$ cat src/rtl/alu_pkg.sv
// Shared types and encodings for the logic-unit issue stage: opcode/funct values,
// logic-unit control codes and the payload carried through the skid buffer.
package alu_pkg;

  localparam int unsigned DataWidth = 32;
  localparam int unsigned ImmWidth  = 16;
  localparam int unsigned CtrlWidth = 4;

  // Logic-unit control codes
  localparam logic [3:0] CTRL_AND    = 4'b1000;
  localparam logic [3:0] CTRL_OR     = 4'b1110;
  localparam logic [3:0] CTRL_XOR    = 4'b0110;
  localparam logic [3:0] CTRL_NOR    = 4'b0001;
  localparam logic [3:0] CTRL_PASS_A = 4'b1010;

  // MIPS opcode field values
  localparam logic [5:0] OP_RTYPE = 6'b000000;
  localparam logic [5:0] OP_ANDI  = 6'b001100;
  localparam logic [5:0] OP_ORI   = 6'b001101;
  localparam logic [5:0] OP_XORI  = 6'b001110;
  localparam logic [5:0] OP_LUI   = 6'b001111;

  // MIPS funct field values (R-type only)
  localparam logic [5:0] FN_AND = 6'b100100;
  localparam logic [5:0] FN_OR  = 6'b100101;
  localparam logic [5:0] FN_XOR = 6'b100110;
  localparam logic [5:0] FN_NOR = 6'b100111;

  // How the A/B operands are formed for a decoded instruction
  typedef enum logic [1:0] {
    SelRegReg,
    SelRegImm,
    SelLui,
    SelNone
  } opnd_sel_e;

  typedef struct packed {
    logic [DataWidth-1:0] a;
    logic [DataWidth-1:0] b;
    logic [CtrlWidth-1:0] ctrl;
    logic                 illegal;
  } issue_t;

  localparam issue_t ISSUE_RESET = '{
    a:       '0,
    b:       '0,
    ctrl:    CTRL_PASS_A,
    illegal: 1'b0
  };

endpackage

$ cat src/rtl/alu_logic_issue_if.sv
// Upstream decode fields plus downstream logic-unit operands, both sides ready/valid.
interface alu_logic_issue_if;

  logic        in_valid;
  logic        in_ready;
  logic [5:0]  opcode;
  logic [5:0]  funct;
  logic [31:0] rs_data;
  logic [31:0] rt_data;
  logic [15:0] imm;

  logic        out_valid;
  logic        out_ready;
  logic [31:0] A;
  logic [31:0] B;
  logic [3:0]  ctrl;
  logic        illegal;

  // Issue stage view
  modport slave (
    input  in_valid, opcode, funct, rs_data, rt_data, imm, out_ready,
    output in_ready, out_valid, A, B, ctrl, illegal
  );

  // Upstream + logic-unit view
  modport master (
    output in_valid, opcode, funct, rs_data, rt_data, imm, out_ready,
    input  in_ready, out_valid, A, B, ctrl, illegal
  );

endinterface

$ cat src/rtl/skid_buffer.sv
// Generic 2-entry ready/valid buffer: output register plus one skid register.
// in_ready_o is a flop output, so it never depends combinationally on out_ready_i.
module skid_buffer #(
  parameter int unsigned       Width     = 32,
  parameter logic [Width-1:0]  ResetData = '0
) (
  input  logic             clk_i,
  input  logic             rst_i,
  input  logic             in_valid_i,
  output logic             in_ready_o,
  input  logic [Width-1:0] in_data_i,
  output logic             out_valid_o,
  input  logic             out_ready_i,
  output logic [Width-1:0] out_data_o
);

  logic             out_valid_q, out_valid_d;
  logic [Width-1:0] out_data_q,  out_data_d;
  logic             skid_valid_q, skid_valid_d;
  logic [Width-1:0] skid_data_q,  skid_data_d;
  logic             in_ready_q,   in_ready_d;

  logic accept;
  logic drain;

  assign accept = in_valid_i & in_ready_q;
  assign drain  = out_valid_q & out_ready_i;

  always_comb begin
    out_valid_d  = out_valid_q;
    out_data_d   = out_data_q;
    skid_valid_d = skid_valid_q;
    skid_data_d  = skid_data_q;

    if (drain) begin
      if (skid_valid_q) begin
        out_data_d   = skid_data_q;
        skid_valid_d = 1'b0;
      end else begin
        out_valid_d = 1'b0;
      end
    end

    // in_ready_q implies the skid is empty, so accept never collides with a skid refill.
    if (accept) begin
      if (!out_valid_q || out_ready_i) begin
        out_valid_d = 1'b1;
        out_data_d  = in_data_i;
      end else begin
        skid_valid_d = 1'b1;
        skid_data_d  = in_data_i;
      end
    end

    in_ready_d = ~skid_valid_d;
  end

  always_ff @(posedge clk_i) begin
    if (rst_i) begin
      out_valid_q  <= 1'b0;
      out_data_q   <= ResetData;
      skid_valid_q <= 1'b0;
      skid_data_q  <= '0;
      in_ready_q   <= 1'b0;
    end else begin
      out_valid_q  <= out_valid_d;
      out_data_q   <= out_data_d;
      skid_valid_q <= skid_valid_d;
      skid_data_q  <= skid_data_d;
      in_ready_q   <= in_ready_d;
    end
  end

  assign in_ready_o  = in_ready_q;
  assign out_valid_o = out_valid_q;
  assign out_data_o  = out_data_q;

endmodule

$ cat src/rtl/alu_logic_issue.sv
// Issue stage ahead of the ALU logic unit: decodes opcode/funct into a ctrl code,
// forms A/B operands and hands them to the logic unit through a skid buffer.
module alu_logic_issue
  import alu_pkg::*;
(
  input logic              clk,
  input logic              rst,
  alu_logic_issue_if.slave bus
);

  opnd_sel_e        sel;
  logic [3:0]       dec_ctrl;
  issue_t           dec;
  issue_t           out_q;

  // Opcode/funct -> operand selection and ctrl code
  always_comb begin
    sel      = SelNone;
    dec_ctrl = CTRL_PASS_A;
    case (bus.opcode)
      OP_RTYPE: begin
        case (bus.funct)
          FN_AND: begin sel = SelRegReg; dec_ctrl = CTRL_AND; end
          FN_OR:  begin sel = SelRegReg; dec_ctrl = CTRL_OR;  end
          FN_XOR: begin sel = SelRegReg; dec_ctrl = CTRL_XOR; end
          FN_NOR: begin sel = SelRegReg; dec_ctrl = CTRL_NOR; end
          default: ;
        endcase
      end
      OP_ANDI: begin sel = SelRegImm; dec_ctrl = CTRL_AND;    end
      OP_ORI:  begin sel = SelRegImm; dec_ctrl = CTRL_OR;     end
      OP_XORI: begin sel = SelRegImm; dec_ctrl = CTRL_XOR;    end
      OP_LUI:  begin sel = SelLui;    dec_ctrl = CTRL_PASS_A; end
      default: ;
    endcase
  end

  // Operand formation; illegal ops leave A=B=0 with pass-A
  always_comb begin
    dec         = ISSUE_RESET;
    dec.ctrl    = dec_ctrl;
    dec.illegal = (sel == SelNone);
    unique case (sel)
      SelRegReg: begin
        dec.a = bus.rs_data;
        dec.b = bus.rt_data;
      end
      SelRegImm: begin
        dec.a = bus.rs_data;
        dec.b = {16'h0000, bus.imm};
      end
      SelLui: begin
        dec.a = {bus.imm, 16'h0000};
        dec.b = '0;
      end
      SelNone: ;
    endcase
  end

  skid_buffer #(
    .Width     ($bits(issue_t)),
    .ResetData (ISSUE_RESET)
  ) u_skid (
    .clk_i       (clk),
    .rst_i       (rst),
    .in_valid_i  (bus.in_valid),
    .in_ready_o  (bus.in_ready),
    .in_data_i   (dec),
    .out_valid_o (bus.out_valid),
    .out_ready_i (bus.out_ready),
    .out_data_o  (out_q)
  );

  assign bus.A       = out_q.a;
  assign bus.B       = out_q.b;
  assign bus.ctrl    = out_q.ctrl;
  assign bus.illegal = out_q.illegal;

endmodule

$ cat src/flat_wrapper.sv
// flat-port wrapper written by rule: the top's interface ports become plain ports
module alu_logic_issue_flat import alu_pkg::*;
  (clk, rst, bus_in_valid, bus_opcode, bus_funct, bus_rs_data, bus_rt_data, bus_imm, bus_out_ready, bus_in_ready, bus_out_valid, bus_A, bus_B, bus_ctrl, bus_illegal);
  alu_logic_issue_if bus_i ();
  input logic clk;
  input logic rst;
  input wire logic [$bits(bus_i.in_valid)-1:0] bus_in_valid;
  input wire logic [$bits(bus_i.opcode)-1:0] bus_opcode;
  input wire logic [$bits(bus_i.funct)-1:0] bus_funct;
  input wire logic [$bits(bus_i.rs_data)-1:0] bus_rs_data;
  input wire logic [$bits(bus_i.rt_data)-1:0] bus_rt_data;
  input wire logic [$bits(bus_i.imm)-1:0] bus_imm;
  input wire logic [$bits(bus_i.out_ready)-1:0] bus_out_ready;
  output wire logic [$bits(bus_i.in_ready)-1:0] bus_in_ready;
  output wire logic [$bits(bus_i.out_valid)-1:0] bus_out_valid;
  output wire logic [$bits(bus_i.A)-1:0] bus_A;
  output wire logic [$bits(bus_i.B)-1:0] bus_B;
  output wire logic [$bits(bus_i.ctrl)-1:0] bus_ctrl;
  output wire logic [$bits(bus_i.illegal)-1:0] bus_illegal;
  assign bus_i.in_valid = bus_in_valid;
  assign bus_i.opcode = bus_opcode;
  assign bus_i.funct = bus_funct;
  assign bus_i.rs_data = bus_rs_data;
  assign bus_i.rt_data = bus_rt_data;
  assign bus_i.imm = bus_imm;
  assign bus_i.out_ready = bus_out_ready;
  assign bus_in_ready = bus_i.in_ready;
  assign bus_out_valid = bus_i.out_valid;
  assign bus_A = bus_i.A;
  assign bus_B = bus_i.B;
  assign bus_ctrl = bus_i.ctrl;
  assign bus_illegal = bus_i.illegal;
  alu_logic_issue u_core (.clk(clk), .rst(rst), .bus(bus_i));
endmodule
$ cat config.mk
export PLATFORM = sky130hd
export DESIGN_NAME = alu_logic_issue_flat
export DESIGN_NICKNAME = d
export VERILOG_FILES = /design/src/rtl/alu_pkg.sv /design/src/rtl/alu_logic_issue_if.sv /design/src/rtl/skid_buffer.sv /design/src/rtl/alu_logic_issue.sv /design/src/flat_wrapper.sv
export SDC_FILE = /design/constraint.sdc
export NUM_CORES = 1
export LEC_CHECK = 0
export ABC_CLOCK_PERIOD_IN_PS = 3430
export CORE_ASPECT_RATIO = 1.25
export CORE_MARGIN = 1.5
export CORE_UTILIZATION = 35
export CTS_CLUSTER_SIZE = 8
export DETAILED_ROUTE_END_ITERATION = 7
export MAX_ROUTING_LAYER = met4
export SYNTH_ARGS = -nofsm -noshare
export SYNTH_HDL_FRONTEND = slang
export SYNTH_SLANG_ARGS = --single-unit
$ cat constraint.sdc
create_clock -name clk -period 3.43 [get_ports clk]
set_clock_uncertainty 0.05 [all_clocks]
set_input_delay 0.8575 -clock clk [delete_from_list [all_inputs] [get_ports clk]]
set_output_delay 0.8575 -clock clk [all_outputs]
set_load 0.01 [all_outputs]
==> flow_summary.json <==
{
  "status": "complete, no violations",
  "synth_area_leader_cell": "dfxtp_1",
  "crit_path_max_incr_delay_ns": 0.62,
  "crit_path_start": "bus_opcode[3]",
  "routed_wl_um": 19180,
  "hold_viol": 0,
  "grt_usage": 0.2211,
  "die_area_um2": 17960,
  "clockPowerShare": 0.477,
  "p_per_area_nw_per_um2": 469.6,
  "async_flop_share": 0,
  "synth_top_area_share": 0.4701,
  "path_cells": "clkdlybuf4s50_1 > or4_4 > o21ai_4 > nand4b_2 > o32ai_1",
  "ys_top_cells_by_area": "dfxtp_1 47%, nand2_1 5.7%, mux2i_1 5.5%, a221oi_1 4.8%, a22o_1 4.7%",
  "grt_max_degree": 47,
  "rsz0062_at_grt": "false",
  "area_growth_pct": 41.59,
  "crit_type": "primary input to flop",
  "power.internal_w": 0.003084,
  "synth_area_um2": 6005,
  "clock_sink_count": 141,
  "drc": 0,
  "drt-vias-per-instance": 5.580,
  "yosysUniqueCellTypes": 45,
  "clk_latency_ns": 0.41,
  "ys_ff_latch": 141,
  "fin_nets": 886,
  "hp-class": "flop to flop",
  "fmax_mhz": 361.4,
  "slew_headroom": 0.5240,
  "synth_edf_count": 0,
  "cp_max_fo": 16,
  "worst_slew_pin_slew_ns": 0.7139,
  "clkTransAtPathRegs_ns": 0.06,
  "initial_core_util": 0.3579,
  "antenna_found_initial": 0,
  "syn-num-nets": 741,
  "synth.avg_cell_area_um2": 9.309,
  "drt_first_pass_iters": 5,
  "setup_viol": 0,
  "critical_path_arrival_ns": 3.02,
  "switchingPower_w": 0.0009087,
  "ant_nets": 0,
  "yosysSeqAreaShare": 0.4701,
  "pin_count": 167,
  "min_period_over_period": 0.8066,
  "grt_pass1_vias": 5733,
  "clk_path_buf_depth": 2,
  "cts_buffers": 17,
  "syn_inst": 645,
  "htreeDepth": 4,
  "cts_root_buffer": "clkbuf_16",
  "worst_setup_path_start_kind": "primary input",
  "diodes": 0,
  "worst_path_max_delay_cell": "or4_4",
  "post_cts_buffers": 0,
  "portBuffers": 166,
  "fin_tns_setup_ns": 0,
  "grt_pass1_wl_um": 29940,
  "final_max_slew_viol_count": 0,
  "drv_cap": 0,
  "cts_resized": 0,
  "period_needed_ns": 2.767,
  "rows": 53,
  "irDropWorstVdd_uv": 335.0,
  "cts_hold_buf": 0,
  "gp_congestion": 0.8672,
  "final_area_um2": 8502,
  "seqPwrFrac": 0.425,
  "dr_total_vias": 5703,
  "die_w_um": 120.2,
  "r2r_start": "u_core.u_skid.out_valid_o",
  "cp.required_ns": 3.68,
  "finish.utilization": 0.5067,
  "dp_hpwl_um": 12910,
  "holdCritStartpoint": "u_core.u_skid.skid_data_q[1]",
  "worstSetupEndpointType": "flop",
  "yosysWarnings": 0,
  "drt_iter0_drc": 349,
  "grt_overflow": 0,
  "drive_above_1_share": 0.1035,
  "p_sw_frac": 0.2276,
  "p_comb_frac": 0.098,
  "power.leakage_nw": 3.098,
  "cts_tree": "yes",
  "core-area_um2": 16780,
  "die_h_um": 149.4,
  "routedWlPerCell_um": 18.77,
  "synth_flop_cell": "dfxtp_1",
  "postPlaceCellArea_um2": 7896
}
[sequential cells by signal, summed over array words and instances (netlist names)]
signal	cells
u_core.u_skid.in_ready_o	1
u_core.u_skid.out_data_o	69
u_core.u_skid.out_valid_o	1
u_core.u_skid.skid_data_q	69
u_core.u_skid.skid_valid_q	1
[synth_stat cells, types with 9 or more instances]
master	instances
clkbuf_1	42
mux2i_1	33
dfxtp_1	141
nor2_1	43
mux2_2	17
inv_1	18
a311oi_1	17
o32ai_1	16
and3_1	18
nand3_1	19
nand2_1	91
a221oi_1	33
buf_2	9
a211oi_1	34
nor3_1	18
a21oi_1	22
a22o_1	32
[per-stage QoR]
stage | worst slack (ns) | hold slack [ns] | total power [W] | instances
after floorplan | 1.060 | 0.3880 | 0.001876 | 645
after global placement | 0.3766 | 0.3946 | 0.002114 | 991
after detailed placement | 0.2043 | 0.4147 | 0.002122 | 991
after CTS | 0.6397 | 0.4300 | 0.004028 | 1022
after global routing | 0.5492 | 0.4391 | 0.004124 | 1022
final | 0.6634 | 0.4231 | 0.003992 | 1022
[kinds of logic after synthesis]
kind of cell / share of synthesized area
and+or+nand+nor: 0.1636
AOI/OAI and AO/OA: 0.2221
DFF: 0.4701
muxes: 0.08689
xor gates and xnor gates: 0.002918
buffers and inverters: 0.05438
[area by class of cell]
cell class	count	area (um2)
clock inverters	11	168.9
fillers	1548	8275
repair buffers	185	1837
well taps	220	275.3
flip-flops and latches	141	2823
inverters	18	67.56
multi-input cells	427	2894
clock buffers	20	436.7
[final timing paths]
path	to	slack [ns]	cells past startpoint
min reg2reg	u_core.u_skid.skid_data_q[1]	0.42	1
max	u_core.u_skid.out_data_o[44]	0.66	5
max reg2reg	u_core.u_skid.skid_data_q[49]	1.38	5
min	u_core.u_skid.skid_data_q[1]	0.42	1
[per-layer routing]
layer	vias up	wire [um]	global-route usage
li1	2677	-	-
met1	2764	8267	0.2644
met3	30	1338	0.05869
met4	0	474	0.08333
met5	-	0	-
met2	232	9099	0.3571
[worst max-delay path: cells and delay by family]
kind                   cells  cell delay [ns]
AOI/OAI and AO/OA          2             0.64
buffers and inverters      1             0.46
and+or+nand+nor            2             1.06
[power by group through the flow]
stage	Sequential (W)	Combinational [W]	Clock, W
global placement	0.00173	0.000383	0
finish	0.00170	0.000392	0.00190
CTS	0.00170	0.000394	0.00194
detailed placement	0.00173	0.000392	0
floorplan	0.00174	0.000139	0
global route	0.00170	0.000421	0.00200
[cells in the final DEF (no fill, tap or decap), types with 2 or more instances in the layout]
cell             instances
nand3_1                 17
clkinvlp_4               4
clkdlybuf4s50_1        165
nor2b_1                  2
a21oi_1                 22
o32ai_1                 16
dfxtp_1                141
bufinv_16                4
a22o_1                  32
o21ai_0                  3
and3_1                  18
o31ai_2                  2
xor2_1                   2
buf_4                   16
mux2_2                  17
clkinv_2                 2
clkbuf_1                 3
a32oi_1                  3
clkbuf_16               17
nand2_1                 91
nor2_2                   2
mux2i_1                 33
buf_12                   3
nor2_1                  41
a211oi_1                34
a311oi_1                17
nor3_1                  17
nand2b_1                 3
a221oi_1                33
inv_1                   18
Note: power is estimated with default switching activity, not from simulation.
